==> src/rtl/debug_unit_pkg.sv <==
// Shared definitions for the host debug controller: command opcodes, FSM states
// and the fixed length of a dump (PC word plus 32 register words, 4 bytes each).
package debug_unit_pkg;

   localparam logic [7:0] DBG_CMD_LOAD = 8'h01;
   localparam logic [7:0] DBG_CMD_RUN  = 8'h02;
   localparam logic [7:0] DBG_CMD_STEP = 8'h03;
   localparam logic [7:0] DBG_CMD_DUMP = 8'h04;
   localparam logic [7:0] DBG_CMD_HALT = 8'h05;

   localparam int DBG_DUMP_LEN = 132;

   typedef enum logic [3:0] {
      IDLE,
      LD_CNT,
      LD_BYTE,
      LD_WR,
      STEP,
      DUMP_PC,
      DUMP_SEL,
      DUMP_CAP,
      DUMP_TX
   } dbg_state_e;

endpackage

==> src/rtl/debug_tx_serializer.sv <==
// Loads one word and emits it as bytes, most significant first, over a
// valid/ready handshake. o_done flags the cycle the final byte is accepted.
module debug_tx_serializer #(
   parameter int NB_BITS = 32
) (
   input  logic               i_clk,
   input  logic               i_rst,
   input  logic               i_load,
   input  logic [NB_BITS-1:0] i_word,
   input  logic               i_tx_ready,
   output logic [7:0]         o_tx_data,
   output logic               o_tx_valid,
   output logic               o_done
);

   localparam logic [1:0] LAST_IDX = 2'(NB_BITS / 8 - 1);

   logic [NB_BITS-1:0] shift_q, shift_d;
   logic               valid_q, valid_d;
   logic [1:0]         idx_q, idx_d;
   logic               accept;

   assign accept = valid_q && i_tx_ready;

   always_comb begin
      shift_d = shift_q;
      valid_d = valid_q;
      idx_d   = idx_q;
      if (i_load) begin
         shift_d = i_word;
         valid_d = 1'b1;
         idx_d   = '0;
      end else if (accept) begin
         if (idx_q == LAST_IDX) begin
            valid_d = 1'b0;
         end else begin
            shift_d = {shift_q[NB_BITS-9:0], 8'h00};
            idx_d   = idx_q + 1'b1;
         end
      end
   end

   always_ff @(posedge i_clk or negedge i_rst) begin
      if (!i_rst) begin
         shift_q <= '0;
         valid_q <= 1'b0;
         idx_q   <= '0;
      end else begin
         shift_q <= shift_d;
         valid_q <= valid_d;
         idx_q   <= idx_d;
      end
   end

   assign o_tx_data  = shift_q[NB_BITS-1 -: 8];
   assign o_tx_valid = valid_q;
   assign o_done     = accept && (idx_q == LAST_IDX);

endmodule

==> src/rtl/debug_unit.sv <==
// Host debug controller: decodes UART command bytes to load instruction memory,
// run/halt/step the core, and stream the PC plus register file back out.
module debug_unit
   import debug_unit_pkg::*;
#(
   parameter int NB_BITS = 32,
   parameter int NB_REG  = 5,
   parameter int NB_ADDR = 10
) (
   input  logic               i_clk,
   input  logic               i_rst,
   input  logic [7:0]         i_rx_data,
   input  logic               i_rx_valid,
   output logic [7:0]         o_tx_data,
   output logic               o_tx_valid,
   input  logic               i_tx_ready,
   output logic               o_debug,
   output logic               o_step,
   output logic [NB_ADDR-1:0] o_addr_debug,
   output logic [NB_BITS-1:0] o_data_debug,
   output logic               o_wren_debug,
   output logic [NB_REG-1:0]  o_rfsel_debug,
   input  logic [NB_BITS-1:0] i_rs_debug,
   input  logic [NB_BITS-1:0] i_pc_debug
);

   localparam logic [NB_REG:0] REG_END = {1'b1, {NB_REG{1'b0}}};

   dbg_state_e         state_q, state_d;
   logic               debug_q, debug_d;
   logic               step_q, wren_q;
   logic [NB_ADDR-1:0] addr_q, addr_d;
   logic [NB_BITS-1:0] data_q, data_d;
   logic [NB_REG-1:0]  rfsel_q, rfsel_d;
   logic [1:0]         byte_idx_q, byte_idx_d;
   logic [8:0]         word_cnt_q, word_cnt_d;
   logic [NB_REG:0]    reg_idx_q, reg_idx_d;
   logic               ser_load, ser_done;
   logic [NB_BITS-1:0] ser_word;

   always_comb begin
      state_d    = state_q;
      debug_d    = debug_q;
      addr_d     = addr_q;
      data_d     = data_q;
      rfsel_d    = rfsel_q;
      byte_idx_d = byte_idx_q;
      word_cnt_d = word_cnt_q;
      reg_idx_d  = reg_idx_q;
      ser_load   = 1'b0;
      ser_word   = i_pc_debug;
      case (state_q)
         IDLE: begin
            if (i_rx_valid) begin
               case (i_rx_data)
                  DBG_CMD_LOAD: begin
                     debug_d = 1'b1;
                     state_d = LD_CNT;
                  end
                  DBG_CMD_RUN:  debug_d = 1'b0;
                  DBG_CMD_HALT: debug_d = 1'b1;
                  DBG_CMD_STEP: if (debug_q) state_d = STEP;
                  DBG_CMD_DUMP: state_d = DUMP_PC;
                  default: ;
               endcase
            end
         end
         LD_CNT: begin
            if (i_rx_valid) begin
               word_cnt_d = (i_rx_data == 8'h00) ? 9'd256 : {1'b0, i_rx_data};
               addr_d     = '0;
               byte_idx_d = '0;
               state_d    = LD_BYTE;
            end
         end
         LD_BYTE: begin
            if (i_rx_valid) begin
               data_d     = {data_q[NB_BITS-9:0], i_rx_data};
               byte_idx_d = byte_idx_q + 1'b1;
               if (byte_idx_q == 2'd3) state_d = LD_WR;
            end
         end
         LD_WR: begin
            addr_d     = addr_q + 1'b1;
            word_cnt_d = word_cnt_q - 1'b1;
            state_d    = (word_cnt_q == 9'd1) ? IDLE : LD_BYTE;
         end
         STEP: state_d = DUMP_PC;
         // Index starts at all-ones so the PC word's completion wraps it to register 0.
         DUMP_PC: begin
            ser_load  = 1'b1;
            ser_word  = i_pc_debug;
            reg_idx_d = '1;
            state_d   = DUMP_TX;
         end
         DUMP_SEL: state_d = DUMP_CAP;
         DUMP_CAP: begin
            ser_load = 1'b1;
            ser_word = i_rs_debug;
            state_d  = DUMP_TX;
         end
         DUMP_TX: begin
            if (ser_done) begin
               reg_idx_d = reg_idx_q + 1'b1;
               if (reg_idx_d == REG_END) begin
                  state_d = IDLE;
               end else begin
                  rfsel_d = reg_idx_d[NB_REG-1:0];
                  state_d = DUMP_SEL;
               end
            end
         end
         default: state_d = IDLE;
      endcase
   end

   always_ff @(posedge i_clk or negedge i_rst) begin
      if (!i_rst) begin
         state_q    <= IDLE;
         debug_q    <= 1'b1;
         step_q     <= 1'b0;
         wren_q     <= 1'b0;
         addr_q     <= '0;
         data_q     <= '0;
         rfsel_q    <= '0;
         byte_idx_q <= '0;
         word_cnt_q <= '0;
         reg_idx_q  <= '0;
      end else begin
         state_q    <= state_d;
         debug_q    <= debug_d;
         step_q     <= (state_d == STEP);
         wren_q     <= (state_d == LD_WR);
         addr_q     <= addr_d;
         data_q     <= data_d;
         rfsel_q    <= rfsel_d;
         byte_idx_q <= byte_idx_d;
         word_cnt_q <= word_cnt_d;
         reg_idx_q  <= reg_idx_d;
      end
   end

   debug_tx_serializer #(.NB_BITS(NB_BITS)) u_tx_ser (
      .i_clk      (i_clk),
      .i_rst      (i_rst),
      .i_load     (ser_load),
      .i_word     (ser_word),
      .i_tx_ready (i_tx_ready),
      .o_tx_data  (o_tx_data),
      .o_tx_valid (o_tx_valid),
      .o_done     (ser_done)
   );

   assign o_debug       = debug_q;
   assign o_step        = step_q;
   assign o_wren_debug  = wren_q;
   assign o_addr_debug  = addr_q;
   assign o_data_debug  = data_q;
   assign o_rfsel_debug = rfsel_q;

endmodule

==> config.mk <==
export PLATFORM = sky130hd
export DESIGN_NAME = debug_unit
export DESIGN_NICKNAME = d
export VERILOG_FILES = /design/src/rtl/debug_unit_pkg.sv /design/src/rtl/debug_tx_serializer.sv /design/src/rtl/debug_unit.sv
export SDC_FILE = /design/constraint.sdc
export NUM_CORES = 1
export LEC_CHECK = 0
export BUFFER_PORTS_ARGS = -buffer_cell sky130_fd_sc_hd__buf_2
export CAP_MARGIN = 15
export CORE_UTILIZATION = 35
export DETAILED_ROUTE_END_ITERATION = 6
export HOLD_SLACK_MARGIN = 0.02
export SKIP_CTS_REPAIR_TIMING = 1
export SYNTH_ARGS = -nofsm -noshare
export SYNTH_HDL_FRONTEND = slang
export SYNTH_SLANG_ARGS = --single-unit
==> constraint.sdc <==
create_clock -name i_clk -period 3.52 [get_ports i_clk]
set_clock_uncertainty 0.05 [all_clocks]
set_input_delay 0.176 -clock i_clk [delete_from_list [all_inputs] [get_ports i_clk]]
set_output_delay 0.176 -clock i_clk [all_outputs]
set_load 0.01 [all_outputs]
==> impl_metrics.csv, run 1 <==
group,metric,value,unit
grt,grt_pass1_vias,3923,
sta,fmax,0.409,GHz
logic_synthesis,synth_edf_count,0,
setup_path,regToRegSetupSlack,1.07,ns
power_and_ir_drop,ir_drop,0.000311,V
sta,slew_violations,0,
hold_path,hold_depth,3,
placed_design,finalWeightedCongestion,0.777,
hold_path,hp-class,"in -> reg",
clock_tree,clk_path_buf_depth,2,
logic_synthesis,synth.net_count,559,
logic_synthesis,synth.top_cell.area_share,52.3,%
clock_tree,clk_pin_slew,0.07,ns
clock_tree,cts_max_level,3,
floorplan,start_util,36.0,%
logic_synthesis,yosys.area.top_type,"dfrtp_1",
logic_synthesis,yosys_warnings,0,
grt,grt_antenna_before_repair,0,
layout,nets,680,
sta,finalCritPeriodShare,69.5,%
logic_synthesis,synthCells,477,
logic_synthesis,ys_types,52,
power_and_ir_drop,power_frac_comb,33.2,%
setup_path,r2r_end,"o_rfsel_debug[3]$_DFFE_PN0P_",
clock_tree,clk_latency,0.35,ns
logic_synthesis,netlist_top_cells_area,"dfrtp_1 52%, mux2_2 8.3%, a22oi_1 3.6%",
floorplan,num_rows,43,
layout,fin_util,44.3,%
setup_path,r2r-start,"state_q[0]$_DFF_PN0_",
logic_synthesis,synth-async-reset-ratio,100,%
setup_path,cp.required,3.71,ns
placed_design,post-dp-hpwl,8490,µm
grt,grt_usage,16.8,%
route,drc_errors,0,
power_and_ir_drop,intPower,3160,µW
sta,max_slew_margin,45.5,%
setup_path,cp.arrival,2.63,ns
sta,worst_pin_slew,0.817,ns
setup_path,ff2ff_path_depth,4,
route,first_pass_iters,6,
floorplan,core,13900,µm²
sta,final-setup-viol-count,0,
route,wire_per_inst,15.3,µm
route,vias_per_cell,5.30,
power_and_ir_drop,power_density,773,nW/µm²
setup_path,worstSetupPathType,"reg -> reg",
logic_synthesis,synth_area,5020,µm²
setup_path,start_kind,"flop",
logic_synthesis,seq_area_frac_synth,52.9,%
clock_tree,cts.sinks,106,
placed_design,io_buffer_count,134,
floorplan,io_pins,135,
floorplan,fp.dieArea,14800,µm²
logic_synthesis,synth_commonest_cells,"105 x dfrtp_1, 45 x nor2_1, 43 x nand2_1, 37 x mux2_2",
sta,period_needed,2.45,ns
clock_tree,cts_tree,"done",
logic_synthesis,synth_seq_cells,106,
sta,grt_setup_unrepaired,"false",
job,maxCapViolCount,0,
logic_synthesis,syn_avg_cell_area,10.5,µm²
layout,drive_gt1_share,34.2,%
setup_path,setup.worst_path.end_class,"flop",
clock_tree,clock-root-buffer,"clkbuf_16",
setup_path,crit_fanout,15,
floorplan,die_h,122,µm
layout,areaGrowthSynthToFinish,23.0,%
logic_synthesis,synthFlopType,"dfrtp_1",
run_status,outcome,"finished, final reports clean",
grt,grt_overflow,0,
layout,antenna_cells,0,
power_and_ir_drop,sequentialPowerShare,43.6,%
power_and_ir_drop,p_sw,1620,µW
power_and_ir_drop,p_sw_share,33.9,%
hold_path,holdCritStartpoint,"i_rs_debug[2]",
clock_tree,cts_buffers,9,
grt,grt_start_max_net_pins,64,
logic_synthesis,synth_most_common_cell,"dfrtp_1",
route,wl,12000,µm
route,detail-route-antenna-nets,0,
floorplan,die_w,122,µm
power_and_ir_drop,p_leak,0.00291,µW
route,dr.first_iter.drc_count,350,
power_and_ir_drop,p_clk_share,23.1,%
grt,grt_pass1_wl,19400,µm
hold_path,min_to,"u_tx_ser.shift_q[2]$_DFFE_PN0P_",
sta,hold_violations,0,
route,dr_total_vias,4151,
sta,setup_tns,0,ns
## worst max-delay path, cell delays in order (launching register included)
cell and delay [ns]:
dfrtp_1 0.51, or4b_4 0.57, or2_0 0.45, a31oi_4 0.38
mux2_2 0.37
## power by group through the flow
stage,Sequential (µW),Clock (µW),Combinational [µW]
2_1_floorplan,2140,0,1010
3_3_place_gp,2080,0,1560
3_5_place_dp,2110,0,1600
4_1_cts,2090,1140,1610
5_1_grt,2170,1180,1790
6_report,2080,1100,1590
## kinds of logic after synthesis
kind of cell	share of synthesized area [%]
compound gates	16.3
buf+inv	4.34
simple gates	15.0
flops	52.9
xor+xnor	0.698
mux	9.29
fa+ha+maj	1.50
## placed cells by master, fill, tap and decap left out, types with 5 or more instances in the layout
master / count
mux2i_1: 5
buf_2: 133
clkbuf_16: 9
o21ai_0: 28
a31oi_1: 16
a21oi_1: 18
nand3_1: 28
nor2_1: 44
ha_1: 6
a222oi_1: 8
a22oi_1: 24
o211ai_1: 8
nand2_1: 43
dfrtp_1: 105
buf_4: 10
mux2_2: 37
inv_1: 9
## routing by layer
metal  global-route usage (%)  part of all wire [%]
met4                     7.33                   1.9
met3                     2.76                   4.6
met2                     26.7                    48
met5                        0                     0
met1                     22.4                    46
## through the flow
stage | total power, µW | worst slack [ns] | hold WS, ns | cells | instance area, µm²
after floorplan | 3150 | 1.48 | -0.170 | 477 | 5020
after global placement | 3640 | 1.13 | 0.271 | 763 | 5810
after detailed placement | 3710 | 1.09 | 0.273 | 763 | 5810
after CTS | 4840 | 1.08 | -0.108 | 779 | 6140
after global routing | 5130 | 0.980 | 0.0201 | 783 | 6180
final | 4780 | 1.07 | 0.00111 | 783 | 6180
## flip-flops by register name (all words and copies together) (netlist names), 2 cells and up
register	flops
byte_idx_q	2
o_addr_debug	10
o_data_debug	32
o_rfsel_debug	5
reg_idx_q	6
state_q	4
u_tx_ser.idx_q	2
u_tx_ser.shift_q	32
word_cnt_q	9
## worst max-delay path by stage
| stage | start | end | slack (ns) | cells past startpoint |
|---|---|---|---|---|
| 2_1_floorplan | state_q[0]$_DFF_PN0_ | o_rfsel_debug[1]$_DFFE_PN0P_ | 1.48 | 5 |
| 3_3_place_gp | state_q[1]$_DFF_PN0_ | o_rfsel_debug[2]$_DFFE_PN0P_ | 1.13 | 5 |
| 3_5_place_dp | state_q[1]$_DFF_PN0_ | o_rfsel_debug[3]$_DFFE_PN0P_ | 1.09 | 5 |
| 4_1_cts | state_q[1]$_DFF_PN0_ | o_rfsel_debug[3]$_DFFE_PN0P_ | 1.08 | 5 |
| 5_1_grt | state_q[0]$_DFF_PN0_ | o_rfsel_debug[2]$_DFFE_PN0P_ | 0.98 | 4 |
| 6_report | state_q[0]$_DFF_PN0_ | o_rfsel_debug[3]$_DFFE_PN0P_ | 1.07 | 4 |
## final cells by class
type / count / area, µm²
well taps: 180 / 225
inverters: 9 / 33.8
fillers: 1344 / 7760
clock buffers: 12 / 256
flip-flops and latches: 106 / 2650
multi-input cells: 325 / 2150
repair buffers: 147 / 781
clock inverters: 4 / 73.8
(Power assumes the default switching activity.)
==> run 2: changes to the inputs <==
==> constraint.sdc (replaced) <==
create_clock -name i_clk -period 2.35 [get_ports i_clk]
set_clock_uncertainty 0.05 [all_clocks]
set_input_delay 0.1175 -clock i_clk [delete_from_list [all_inputs] [get_ports i_clk]]
set_output_delay 0.1175 -clock i_clk [all_outputs]
set_load 0.01 [all_outputs]
==> impl_metrics.csv, run 2 (synthesis results as in run 1) <==
group,metric,value,unit
sta,grt_setup_unrepaired,"false",
clock_tree,clock-root-buffer,"clkbuf_16",
clock_tree,clk_latency,0.35,ns
hold_path,hp-class,"in -> reg",
run_status,violations,"hold timing",
sta,setup_tns,0,ns
power_and_ir_drop,p_leak,0.00305,µW
sta,finalCritPeriodShare,94.5,%
sta,fmax,0.450,GHz
route,dr_total_vias,4344,
sta,hold_violations,1,
setup_path,crit_fanout,38,
route,first_pass_iters,7,
clock_tree,cts_tree,"done",
setup_path,crit_start,"state_q[1]$_DFF_PN0_",
setup_path,path_buf_inv,4,
setup_path,critical_path.top_delay_family,"buffers and inverters",
grt,grt_start_max_net_pins,53,
placed_design,dp_slack,0.316,ns
route,wire_per_inst,15.3,µm
sta,final-setup-viol-count,0,
setup_path,path_cells,"buf_4 -> nand2b_1 -> nor2_2 -> buf_12 -> a222oi_1 -> dlygate4sd3_1 -> inv_1",
power_and_ir_drop,ir_drop,0.000504,V
setup_path,path_depth,7,
setup_path,start_kind,"flop",
clock_tree,cts_buffers,9,
sta,worst_pin_slew,0.719,ns
sta,max_slew_margin,52.1,%
placed_design,postPlaceCellArea,5910,µm²
sta,period_needed,2.22,ns
setup_path,crit_path_end,"u_tx_ser.shift_q[0]$_DFFE_PN0P_",
grt,grt_antenna_before_repair,0,
power_and_ir_drop,power_density,1080,nW/µm²
sta,fin_ws,0.130,ns
grt,grt_pass1_vias,3901,
grt,grt_pass1_wl,19200,µm
setup_path,r2r-start,"state_q[1]$_DFF_PN0_",
setup_path,r2r_end,"u_tx_ser.shift_q[0]$_DFFE_PN0P_",
layout,final_common_cell,"buf_2",
setup_path,cp.arrival,2.42,ns
clock_tree,cts.sinks,106,
floorplan,io_pins,135,
power_and_ir_drop,fin_total_pwr,7060,µW
route,drc_errors,0,
grt,grt_overflow,0,
floorplan,die_w,122,µm
clock_tree,clk_path_buf_depth,2,
setup_path,cpPeakStageDelay,0.60,ns
floorplan,fp.dieArea,14800,µm²
route,detail-route-antenna-nets,0,
sta,hold_slack,-0.00120,ns
route,wl,12600,µm
grt,grt_usage,16.8,%
floorplan,start_util,36.0,%
setup_path,crit_slowest_cell,"dlygate4sd3_1",
setup_path,regToRegSetupSlack,0.13,ns
setup_path,cp.required,2.55,ns
floorplan,die_h,122,µm
floorplan,num_rows,43,
floorplan,core,13900,µm²
layout,final_cell_mix,"133 x buf_2, 105 x dfrtp_1, 44 x nor2_1, 43 x nand2_1, 37 x mux2_2",
layout,final_area,6540,µm²
setup_path,ff2ff_path_depth,7,
setup_path,worstSetupPathType,"reg -> reg",
placed_design,io_buffer_count,134,
placed_design,finalWeightedCongestion,0.788,
layout,antenna_cells,0,
layout,areaGrowthSynthToFinish,30.3,%
job,maxCapViolCount,0,
clock_tree,clk_pin_slew,0.08,ns
setup_path,setup.worst_path.end_class,"flop",
placed_design,post-dp-hpwl,8550,µm
layout,nets,721,
layout,drive_gt1_share,33.7,%
route,dr.first_iter.drc_count,298,
route,vias_per_cell,5.27,
clock_tree,cts_max_level,3,
sta,slew_violations,0,
run_status,outcome,"complete, but fails checks",
run 2: cell count changes in the layout (fill, tap and decap cells not counted):
cell | previous run | this run
inv_6 | 0 | 3
clkbuf_8 | 2 | 0
clkinv_4 | 1 | 4
clkinv_2 | 1 | 0
bufinv_16 | 2 | 0
buf_12 | 0 | 2
dlygate4sd3_1 | 4 | 35
buf_4 | 10 | 18
clkbuf_1 | 1 | 0
run 2: worst min-delay path by stage:
stage / startpoint / end / slack [ns] / cells after the start
3_3_place_gp: i_rst / u_tx_ser.shift_q[30]$_DFFE_PN0P_ / 0.17 / 1
6_report: i_rs_debug[27] / u_tx_ser.shift_q[27]$_DFFE_PN0P_ / -0.001 / 3
4_1_cts: i_rst / u_tx_ser.shift_q[31]$_DFFE_PN0P_ / -0.22 / 1
5_1_grt: i_rs_debug[27] / u_tx_ser.shift_q[27]$_DFFE_PN0P_ / 0.02 / 3
3_5_place_dp: i_rst / u_tx_ser.shift_q[31]$_DFFE_PN0P_ / 0.17 / 1
2_1_floorplan: i_rst / byte_idx_q[0]$_DFFE_PN0P_ / -0.23 / 0
run 2: metrics by stage:
stage | utilization, % | instances
6_report | 47.0 | 824
5_1_grt | 47.0 | 824
4_1_cts | 44.4 | 789
3_5_place_dp | 42.4 | 773
3_3_place_gp | 42.4 | 773
2_1_floorplan | - | 477
run 2: where the power goes:
group,switching [µW],total (µW),internal (µW)
combinational,1260,2480,1220
sequential,537,3110,2570
clock,730,1470,739
run 2: area by class of cell:
| class | count | area (µm²) |
|---|---|---|
| clock inverter | 7 | 61.3 |
| inverter | 9 | 33.8 |
| tap | 180 | 225 |
| clock buffer | 9 | 225 |
| fill | 1326 | 7390 |
| multi-input combinational | 325 | 2150 |
| sequential | 106 | 2650 |
| timing repair buffer | 188 | 1190 |
run 2: layer usage:
layer,track usage [%],wire (µm)
met5,0,0
met1,22.2,5760
met2,26.6,6120
met3,3.04,496
met4,7.72,228
run 2: worst reg2reg max path, delay by kind of cell (launching register included):
family	cells	cell delay (ns)
buf+inv	4	1.08
flops	1	0.36
compound gates	1	0.35
simple gates	2	0.28
